===== config.mk =====
export PLATFORM = sky130hd
export DESIGN_NAME = spi_flash_arbiter
export DESIGN_NICKNAME = d
export VERILOG_FILES = /design/src/rtl/flash_arb_pkg.sv /design/src/rtl/spi_flash_arbiter_rr_picker.sv /design/src/rtl/spi_flash_arbiter.sv
export SDC_FILE = /design/constraint.sdc
export NUM_CORES = 1
export LEC_CHECK = 0
export ABC_AREA = 1
export BUFFER_PORTS_ARGS = -buffer_cell sky130_fd_sc_hd__buf_2
export CAP_MARGIN = 20
export CORE_UTILIZATION = 40
export DETAILED_ROUTE_END_ITERATION = 8
export PLACE_DENSITY = 0.74
export REMOVE_ABC_BUFFERS = 1
export SLEW_MARGIN = 10
export SYNTH_ARGS = -nofsm -noshare
export SYNTH_HDL_FRONTEND = slang
export SYNTH_HIERARCHICAL = 1
export SYNTH_SLANG_ARGS = --single-unit

===== constraint.sdc =====
create_clock -name clk -period 2 [get_ports clk]
set_clock_uncertainty 0.1 [all_clocks]
set_input_delay 0.4 -clock clk [delete_from_list [all_inputs] [get_ports clk]]
set_output_delay 0.4 -clock clk [all_outputs]
set_load 0.01 [all_outputs]

===== src/rtl/flash_arb_pkg.sv =====
// Shared definitions for the SPI flash arbiter.
// Contents: FSM state encoding, well-known requester indices, and a
// constant-evaluable ceiling-log2 helper for sizing index/counter fields.
package flash_arb_pkg;

  typedef enum logic [1:0] {
    ST_IDLE  = 2'b00,
    ST_OWNED = 2'b01,
    ST_GAP   = 2'b10
  } arb_state_t;

  localparam int REQ_CHAN  = 0;
  localparam int REQ_IPBUS = 1;

  // Ceiling log2 with a floor of 1 so a field is never zero bits wide.
  function automatic int clog2(input int value);
    int r;
    r = 0;
    while ((64'(1) << r) < 64'(value)) begin
      r = r + 1;
    end
    if (r < 1) begin
      r = 1;
    end else begin
      r = r;
    end
    return r;
  endfunction

endpackage


===== src/rtl/spi_flash_arbiter_rr_picker.sv =====
// rr_picker: combinational round-robin selector.
// Ports:
//   eligible   in  NREQ  requesters allowed to win this cycle
//   last_owner in  OW    previous owner; the search starts one above it
//   winner     out OW    first eligible index in search order
//   valid      out 1     at least one requester is eligible
module rr_picker
  import flash_arb_pkg::*;
#(
  parameter int NREQ = 3,
  parameter int OW   = clog2(NREQ)
) (
  input  logic [NREQ-1:0] eligible,
  input  logic [OW-1:0]   last_owner,
  output logic [OW-1:0]   winner,
  output logic            valid
);

  // Walk the search order backwards so the last hit written is the first
  // index after last_owner (modulo NREQ), i.e. the round-robin winner.
  always_comb begin
    winner = '0;
    valid  = 1'b0;
    for (int k = NREQ; k >= 1; k--) begin
      int idx;
      idx = (int'(last_owner) + k) % NREQ;
      if (eligible[idx]) begin
        winner = OW'(idx);
        valid  = 1'b1;
      end else begin
        valid = valid;
      end
    end
  end

endmodule


===== src/rtl/spi_flash_arbiter.sv =====
// spi_flash_arbiter: shares one SPI flash interface between NREQ requesters.
// One owner at a time, round-robin fairness, a fixed idle gap between
// owners and a watchdog that force-releases an owner holding too long.
// Ports:
//   clk, reset        clock and synchronous active-high reset
//   req               level request per requester
//   cmd_valid         one-cycle command strobe per requester
//   cmd_data          packed payloads, requester i at [i*CMD_W +: CMD_W]
//   flash_busy        flash interface is executing a command
//   grant             one-hot registered grant
//   owner             index of the current or last owner
//   flash_cmd_valid   owner's strobe, registered
//   flash_cmd_data    owner's payload, registered, held between strobes
//   timeout_flags     sticky per-requester force-release flags
//   clear_flags       pulse to clear timeout_flags
//   arb_busy          high in every state except IDLE
module spi_flash_arbiter
  import flash_arb_pkg::*;
#(
  parameter int NREQ           = 3,
  parameter int CMD_W          = 32,
  parameter int GAP_CYCLES     = 4,
  parameter int TIMEOUT_CYCLES = 16777216,
  localparam int OW            = clog2(NREQ)
) (
  input  logic                  clk,
  input  logic                  reset,
  input  logic [NREQ-1:0]       req,
  input  logic [NREQ-1:0]       cmd_valid,
  input  logic [NREQ*CMD_W-1:0] cmd_data,
  input  logic                  flash_busy,
  output logic [NREQ-1:0]       grant,
  output logic [OW-1:0]         owner,
  output logic                  flash_cmd_valid,
  output logic [CMD_W-1:0]      flash_cmd_data,
  output logic [NREQ-1:0]       timeout_flags,
  input  logic                  clear_flags,
  output logic                  arb_busy
);

  localparam int WD_W  = clog2(TIMEOUT_CYCLES) + 1;
  localparam int GAP_W = 4;
  localparam logic [WD_W-1:0]  WD_LAST  = WD_W'(TIMEOUT_CYCLES - 1);
  localparam logic [GAP_W-1:0] GAP_LAST = GAP_W'(GAP_CYCLES - 1);
  localparam logic [NREQ-1:0]  ONE_HOT0 = NREQ'(1'b1);

  arb_state_t        state_r, state_s;
  logic [NREQ-1:0]   grant_s;
  logic [OW-1:0]     owner_s;
  logic [WD_W-1:0]   wd_r, wd_s;
  logic [GAP_W-1:0]  gap_r, gap_s;
  logic              timeout_s;
  logic [NREQ-1:0]   mask_r, mask_s;
  logic [NREQ-1:0]   flags_s;
  logic [NREQ-1:0]   eligible_s;
  logic [OW-1:0]     pick_owner_s;
  logic              pick_valid_s;
  logic              fwd_valid_s;
  logic [CMD_W-1:0]  owner_payload_s;

  assign eligible_s      = req & ~mask_r;
  assign fwd_valid_s     = (state_r == ST_OWNED) && cmd_valid[owner];
  assign owner_payload_s = cmd_data[int'(owner) * CMD_W +: CMD_W];

  rr_picker #(
    .NREQ (NREQ),
    .OW   (OW)
  ) u_picker (
    .eligible   (eligible_s),
    .last_owner (owner),
    .winner     (pick_owner_s),
    .valid      (pick_valid_s)
  );

  // Next-state logic for the grant FSM, watchdog and gap counter.
  // The final gap cycle also arbitrates, so the bus sees exactly
  // GAP_CYCLES grant-free cycles between consecutive owners.
  always_comb begin
    state_s   = state_r;
    grant_s   = grant;
    owner_s   = owner;
    wd_s      = wd_r;
    gap_s     = gap_r;
    timeout_s = 1'b0;
    case (state_r)
      ST_IDLE: begin
        if (pick_valid_s) begin
          state_s = ST_OWNED;
          grant_s = ONE_HOT0 << pick_owner_s;
          owner_s = pick_owner_s;
          wd_s    = '0;
        end else begin
          grant_s = '0;
        end
      end
      ST_OWNED: begin
        if (!req[owner] && !flash_busy) begin
          state_s = ST_GAP;
          grant_s = '0;
          gap_s   = '0;
        end else if (wd_r == WD_LAST) begin
          timeout_s = 1'b1;
          state_s   = ST_GAP;
          grant_s   = '0;
          gap_s     = '0;
        end else begin
          wd_s = wd_r + 1'b1;
        end
      end
      ST_GAP: begin
        grant_s = '0;
        if (gap_r == GAP_LAST) begin
          if (pick_valid_s) begin
            state_s = ST_OWNED;
            grant_s = ONE_HOT0 << pick_owner_s;
            owner_s = pick_owner_s;
            wd_s    = '0;
          end else begin
            state_s = ST_IDLE;
          end
        end else begin
          gap_s = gap_r + 1'b1;
        end
      end
      default: begin
        state_s = ST_IDLE;
        grant_s = '0;
      end
    endcase
  end

  // Sticky flags and drop mask. A timeout's own bit survives a
  // simultaneous clear; a mask bit clears once its request is seen low.
  always_comb begin
    if (clear_flags) begin
      flags_s = '0;
    end else begin
      flags_s = timeout_flags;
    end
    mask_s = mask_r & req;
    if (timeout_s) begin
      flags_s[owner] = 1'b1;
      mask_s[owner]  = 1'b1;
    end else begin
      mask_s = mask_s;
    end
  end

  // FSM state, grant, owner and counter registers.
  always_ff @(posedge clk) begin
    if (reset) begin
      state_r  <= ST_IDLE;
      grant    <= '0;
      owner    <= OW'(NREQ - 1);
      wd_r     <= '0;
      gap_r    <= '0;
      arb_busy <= 1'b0;
    end else begin
      state_r  <= state_s;
      grant    <= grant_s;
      owner    <= owner_s;
      wd_r     <= wd_s;
      gap_r    <= gap_s;
      arb_busy <= (state_s != ST_IDLE);
    end
  end

  // Command forwarding, flags and drop mask registers.
  always_ff @(posedge clk) begin
    if (reset) begin
      flash_cmd_valid <= 1'b0;
      flash_cmd_data  <= '0;
      timeout_flags   <= '0;
      mask_r          <= '0;
    end else begin
      flash_cmd_valid <= fwd_valid_s;
      if (fwd_valid_s) begin
        flash_cmd_data <= owner_payload_s;
      end else begin
        flash_cmd_data <= flash_cmd_data;
      end
      timeout_flags <= flags_s;
      mask_r        <= mask_s;
    end
  end

endmodule


== After elaboration in Yosys (flattened, before gate mapping) ==
Index checks and enable logic that the tools add are counted.

* Add/subtract/negate cells: 5
* Div/mod/pow operators: 3
* Magnitude comparators: 5
* Eq/ne operators: 9
* Shift-type cells: 2
* Multiplexer cells: 50
* Bitwise gates (word level): 5
* Reductions and logical operators: 13

{| class="wikitable"
|+ Operators by type and width
! kind !! count
|-
| 25-bit 2-to-1 mux || 4
|-
| 32-bit by 4-bit < comparator with 1-bit output, second input constant || 3
|-
| 32-bit by 3-bit modulo with 32-bit output, second input constant || 3
|-
| 96-bit by 8-bit indexed part select with 32-bit output || 1
|-
| 25-bit one-hot mux with 3 select lines || 1
|-
| 25-bit by 1-bit adder with 25-bit output, second input constant || 1
|-
| 25-bit by 24-bit == test with 1-bit output, second input constant || 1
|-
| 3-bit 2-to-1 mux || 7
|-
| 2-bit 2-to-1 mux || 9
|-
| 1-bit 2-to-1 mux || 16
|-
| 4-bit 2-to-1 mux || 3
|-
| 1-bit binary-select mux with 2-bit select || 5
|-
| 3-bit one-hot mux with 3 select lines || 1
|-
| 2-bit inequality test, second input constant || 4
|-
| 4-bit one-hot mux with 2 select lines || 1
|-
| 2-bit by 2-bit adder with 3-bit output, second input constant || 2
|-
| 3-bit bitwise AND || 2
|-
| 3-bit bitwise OR || 2
|-
| 2-bit one-hot mux with 3 select lines || 1
|-
| 2-bit nonzero test || 3
|-
| 4-bit by 1-bit adder with 4-bit output, second input constant || 1
|-
| 4-bit by 2-bit == test with 1-bit output, second input constant || 1
|-
| 2-bit one-hot mux with 2 select lines || 1
|-
| 4-bit AND reduction || 1
|-
| 15 further kinds || 18
|}

* Register bits after elaboration: 76
* Bits of input ports: 106
* Output and inout bits: 42
* Logic and storage cells: 102

== Depth between registers and ports, before layout ==
* Word-level depth: 12
* Depth in mapped cells: 18
* Depth with buffers taken out: 17

== By module ==
Netlist, hierarchy kept.

{| class="wikitable"
|+ By module, submodules not included
! module !! times used !! cells each !! area each (sq um) !! seq. area each (sq um)
|-
| spi_flash_arbiter || 1 || 714 || 4345.4 || 1521.5
|-
| rr_picker || 1 || 41 || 217.7 || 0.0
|}

== Worst setup path after synthesis ==
OpenSTA, ideal clock, no wires.

* Path type: flip-flop to flip-flop
* Start: register owner[0]
* End: register wd_r[15]
* Library setup time: 110 ps
* Data arrival time: 2138 ps
* Required time: 1790 ps
* Setup slack: -348 ps
* Cell stages (with the launch flop): 17
* Path buffers: 2
* Clock period less this slack: 2348 ps
* Cells stage by stage: dfxtp_1 inv_1 ha_1 nor3_1 a21oi_2 nand3b_1 nand2_1 nand2_1 nand2_1 inv_2 nand2_1 inv_2 buf_6 buf_6 nand3_1 nand2_1 nor2_1

* Word-level cells in the longest chain between the ends: 11
* Elaborated cells between the ends (all ways): 27
* Classes of those cells: add/sub: 3; div: 3; eq/ne: 1; mux: 17; reduce/logical: 3

{| class="wikitable"
|+ RTL lines
! element !! RTL line !! text
|-
| start, declared || spi_flash_arbiter.sv:33 || <nowiki>output logic [OW-1:0] owner,</nowiki>
|-
| start signal, assigned || spi_flash_arbiter.sv:154 || <nowiki>owner <= OW'(NREQ - 1);</nowiki>
|-
| start signal, assigned || spi_flash_arbiter.sv:161 || <nowiki>owner <= owner_s;</nowiki>
|-
| 2-bit by 2-bit adder with 3-bit output || spi_flash_arbiter_rr_picker.sv:26 || <nowiki>idx = (int'(last_owner) + k) % NREQ;</nowiki>
|-
| 32-bit by 3-bit modulo with 32-bit output || spi_flash_arbiter_rr_picker.sv:26 ||
|-
| 1-bit binary-select mux with 2-bit select || spi_flash_arbiter_rr_picker.sv:27 || <nowiki>if (eligible[idx]) begin</nowiki>
|-
| 1-bit 2-to-1 mux (implied by the code) (2 in a row) || spi_flash_arbiter_rr_picker.sv:27 ||
|-
| 1-bit 2-to-1 mux (2 in a row) || spi_flash_arbiter_rr_picker.sv:27 ||
|-
| 1-bit 2-to-1 mux (*) || spi_flash_arbiter_rr_picker.sv:27 ||
|-
| named net pick_valid_s || spi_flash_arbiter.sv:57 || <nowiki>logic pick_valid_s;</nowiki>
|-
| 25-bit 2-to-1 mux (*) || - ||
|-
| 25-bit 2-to-1 mux || - ||
|-
| 25-bit one-hot mux with 3 select lines (*) || - ||
|-
| end signal, assigned || spi_flash_arbiter.sv:162 || <nowiki>wd_r <= wd_s;</nowiki>
|-
| end, declared || spi_flash_arbiter.sv:50 || <nowiki>logic [WD_W-1:0] wd_r, wd_s;</nowiki>
|}

The timed path passes the listed nets; every way through them passes the cells marked *. The select of a mux whose other input is x is not followed.
A chain may end at the register's enable or synchronous reset.

== Worst setup path after layout ==
* Start: register owner[0]
* End: register grant[0]

* Elaborated cells between the ends (all ways): 31
* Classes of those cells: add/sub: 3; div: 3; eq/ne: 1; shift: 1; mux: 21; reduce/logical: 2

{| class="wikitable"
|+ RTL lines
! element !! RTL line !! text
|-
| 2-bit by 2-bit adder with 3-bit output || spi_flash_arbiter_rr_picker.sv:26 ||
|-
| 32-bit by 3-bit modulo with 32-bit output || spi_flash_arbiter_rr_picker.sv:26 ||
|-
| 1-bit binary-select mux with 2-bit select || spi_flash_arbiter_rr_picker.sv:27 ||
|-
| 1-bit 2-to-1 mux (implied by the code) (2 in a row) || spi_flash_arbiter_rr_picker.sv:27 ||
|-
| 1-bit 2-to-1 mux (2 in a row) || spi_flash_arbiter_rr_picker.sv:27 ||
|-
| 1-bit 2-to-1 mux (*) || spi_flash_arbiter_rr_picker.sv:27 ||
|-
| named net pick_valid_s || spi_flash_arbiter.sv:57 ||
|-
| 3-bit 2-to-1 mux (*) || spi_flash_arbiter.sv:87, spi_flash_arbiter.sv:113 ||
|-
| 3-bit 2-to-1 mux || spi_flash_arbiter.sv:112 || <nowiki>if (gap_r == GAP_LAST) begin</nowiki>
|-
| 3-bit one-hot mux with 3 select lines (*) || spi_flash_arbiter.sv:85 || <nowiki>case (state_r)</nowiki>
|-
| end signal, assigned || spi_flash_arbiter.sv:160 || <nowiki>grant <= grant_s;</nowiki>
|-
| end, declared || spi_flash_arbiter.sv:32 || <nowiki>output logic [NREQ-1:0] grant,</nowiki>
|}

Marks and branches as above.

==> impl_metrics.ini <==
[outcome]
outcome = complete, but fails checks
violated_checks = setup timing

[detailed_routing]
post-route-drc-count = 0
drt_first_pass_iters = 5
via_per_inst = 4.99
wl_met2_um = 6830
top_signal_layer_used = met4
m1WireLength_um = 6010
routed-wl-met3_um = 556
vias = 5350
detail_route.wirelength_um = 13700
antenna_violating_nets_post_route = 0
drtIter0Drc = 297
avgRoutedWirePerCell_um = 12.7

[timing]
rsz0062_at_grt = true
final_hold_viol_count = 0
slew_viol_final = 0
setup_tns_ps = -103
max_slew.worst_pin.slew_ps = 423
slew-limit-headroom = 0.718
timing.fmax_mhz = 490
final.setup.worst_slack_ps = -39.5
final-setup-viol-count = 5
period_needed_ps = 2040
final.period_utilization = 1.02

[power_and_ir_drop]
internal_power_w = 0.00428
peakVddDrop_uv = 600
totalPowerFinal_w = 0.00734
power.density_nw_per_um2 = 1180
comb_power_share = 0.493
total_leakage_power_nw = 2.82
p_sw_frac = 0.416
power.share.clock = 0.255
p_seq_frac = 0.252
switchingPower_w = 0.00305

[clocking]
clockBufferDepth = 2
hold_buffers = 0
cts-htree-levels = 3
clk_pin_slew_worst_paths_ps = 70
cts_tree = yes
cts_inserted_buffers = 9
root_buffer = sky130_fd_sc_hd__clkbuf_16
clock-sinks = 76
clk-insertion-delay-late_ps = 340

[layout]
filler_cell_count = 1069
nNetsFinal = 1041
final_common_cell = sky130_fd_sc_hd__nand2_1
post-route-cell-area_sq_um = 6220
diodes = 0
most-common-layout-cells = 278 x sky130_fd_sc_hd__nand2_1, 147 x sky130_fd_sc_hd__buf_2, 101 x sky130_fd_sc_hd__nand3_1
area_growth_syn_to_layout_pct = 36.3
fin_cells = 1073
fraction_of_layout_instances_using_a_drive_strength_above_1 = 0.290

[yosys]
cell_count_after_synthesis = 755
synth_area_sq_um = 4560
synth.distinct_cells = 29
mean_cell_area_of_the_mapped_netlist_sq_um = 6.04
ys_warn_count = 6
synth_seq_area_share = 0.333
ys_ff_latch = 76

[placed_design]
place.gp.congestion = 0.851
io_buffer_count = 147
dp_hpwl_um = 9720
post_dp_cell_area_sq_um = 5650
placed_cells = 1053

[setup_path]
critPathRequiredTime_ps = 2160
timing.reg2reg.worst_path_depth = 15
critPathKind = flop to flop
crit-reg2reg-launch = owner[0]
critPathMostFrequentCell = sky130_fd_sc_hd__nand2_1
reg2reg_setup_slack_ps = -40
endpoint_of_the_worst_slack_reg_to_reg_timing_path = grant[0]
endpoint_arrival_time_on_the_critical_path_ps = 2200
crit_path_max_incr_delay_ps = 370
start_kind = flop
critPathMaxFanout = 6
crit_path_end_kind = flop
timing.critical_path.slowest_stage_cell = sky130_fd_sc_hd__dfxtp_4
crit_path_cell_trace = inv_4 > ha_4 > nand2_2 > o21ai_2 > a21oi_2 > nand3b_1 > nand2_1 > nand2_1 > nand2_1 > inv_2 > buf_4 > nand2_4 > nor2_4 > nand2_1 > a21oi_1

[global_route]
grt_first_pass_wirelength_um = 22100
antenna_found_initial = 0
gr-usage-all-layers = 0.235
grt_overflow = 0
via_count_of_the_first_global_routing_pass = 4770
pin_count_of_the_biggest_net_entering_global_routing = 36

[hold_path]
holdPathStages = 4
worst_hold_path_type = primary input to flop
worst_hold_path.endpoint = timeout_flags[2]
worstHoldStart = clear_flags

[floorplanning]
die_width_um = 109
fp-row-count = 38
die-height_um = 109
boundaryPins = 148
die_area_sq_um = 11800
core_area_sq_um = 11000
starting_density = 0.415

[flow_run]
cap_viol_max_count = 0
[synth_stat cells (all sizes together)]
cell type / instances / area, sq um
nand2: 291 / 1120
nand3: 108 / 558
dfxtp: 76 / 1520
nor2: 71 / 320
a21oi: 68 / 344
inv: 68 / 255
clkbuf: 22 / 82.6
o21ai: 12 / 60.1
buf: 11 / 80.1
nand4: 9 / 56.3
ha: 6 / 75.1
o21bai: 4 / 30.0
nand3b: 3 / 22.5
nor3: 2 / 10.0
a211oi: 1 / 7.51
a21o: 1 / 7.51
and2: 1 / 6.26
or2: 1 / 6.26
[kinds of logic after synthesis]
logic type / count (synthesis) / share of synthesized area
AO/OA/AOI/OAI: 86 / 0.0984
AND/OR/NAND/NOR: 486 / 0.460
adder cells (fa/ha/maj): 6 / 0.0165
buffers and inverters: 101 / 0.0916
flip-flops: 76 / 0.333
[repair_timing]
| action | CTS | global route |
|---|---|---|
| setup buffers | 2 | 1 |
| pin swaps | 3 | 20 |
| setup endpoints to repair | 31 | 30 |
| gates cloned | 2 | 0 |
| resized for setup | 19 | 36 |
[worst max-delay path by stage]
stage                  start           endpoint  slack (ps)  depth (start not counted)
floorplan           owner[1]  flash_cmd_data[0]        -950                          6
global placement    owner[0]           wd_r[15]        -160                         16
detailed placement  owner[0]            wd_r[0]        -220                         14
CTS                 owner[1]           wd_r[19]         0.3                         17
global route        owner[0]           wd_r[19]        -130                         17
finish              owner[0]           grant[0]         -40                         15
[area by class of cell]
class	count	area, sq um	area share
Multi-Input combinational cell	579	2780	0.447
Inverter	68	265	0.0426
Tap cell	140	175	0.0282
Timing Repair Buffer	195	1130	0.182
Clock inverter	6	114	0.0183
Clock buffer	9	225	0.0362
Sequential cell	76	1530	0.246
[power groups by stage]
| stage | combinational (W) | sequential [W] | clock (W) |
|---|---|---|---|
| floorplan | 0.00176 | 0.00194 | 0 |
| global placement | 0.00303 | 0.00185 | 0 |
| detailed placement | 0.00305 | 0.00185 | 0 |
| CTS | 0.00333 | 0.00184 | 0.00188 |
| global route | 0.00398 | 0.00187 | 0.00195 |
| finish | 0.00362 | 0.00185 | 0.00187 |
[stage by stage]
| step | setup WS (ps) | util | hold slack (ps) |
|---|---|---|---|
| CTS | 0.267 | 0.554 | 233 |
| floorplan | -948 | - | 335 |
| finish | -39.5 | 0.566 | 236 |
| global placement | -156 | 0.515 | 347 |
| global route | -126 | 0.566 | 285 |
| detailed placement | -221 | 0.515 | 350 |
[registers in the layout, summed over array words and instances (netlist names)]
register,cells
timeout_flags,3
flash_cmd_valid,1
wd_r,25
owner,2
state_r,2
flash_cmd_data,32
gap_r,4
grant,3
arb_busy,1
mask_r,3
[metal layers]
layer,global-route usage,vias up
li1,-,2752
met1,0.298,2423
met2,0.402,154
met3,0.0329,21
met4,0.0859,0
met5,0,-
[critical path: cells and delay by family, from the launching register on]
| family | cells | cell delay, ps |
|---|---|---|
| simple gates | 8 | 620 |
| flops | 1 | 370 |
| fa+ha+maj | 1 | 320 |
| compound gates | 3 | 290 |
| buf+inv | 3 | 270 |
Note: power is estimated with default switching activity, not from simulation.
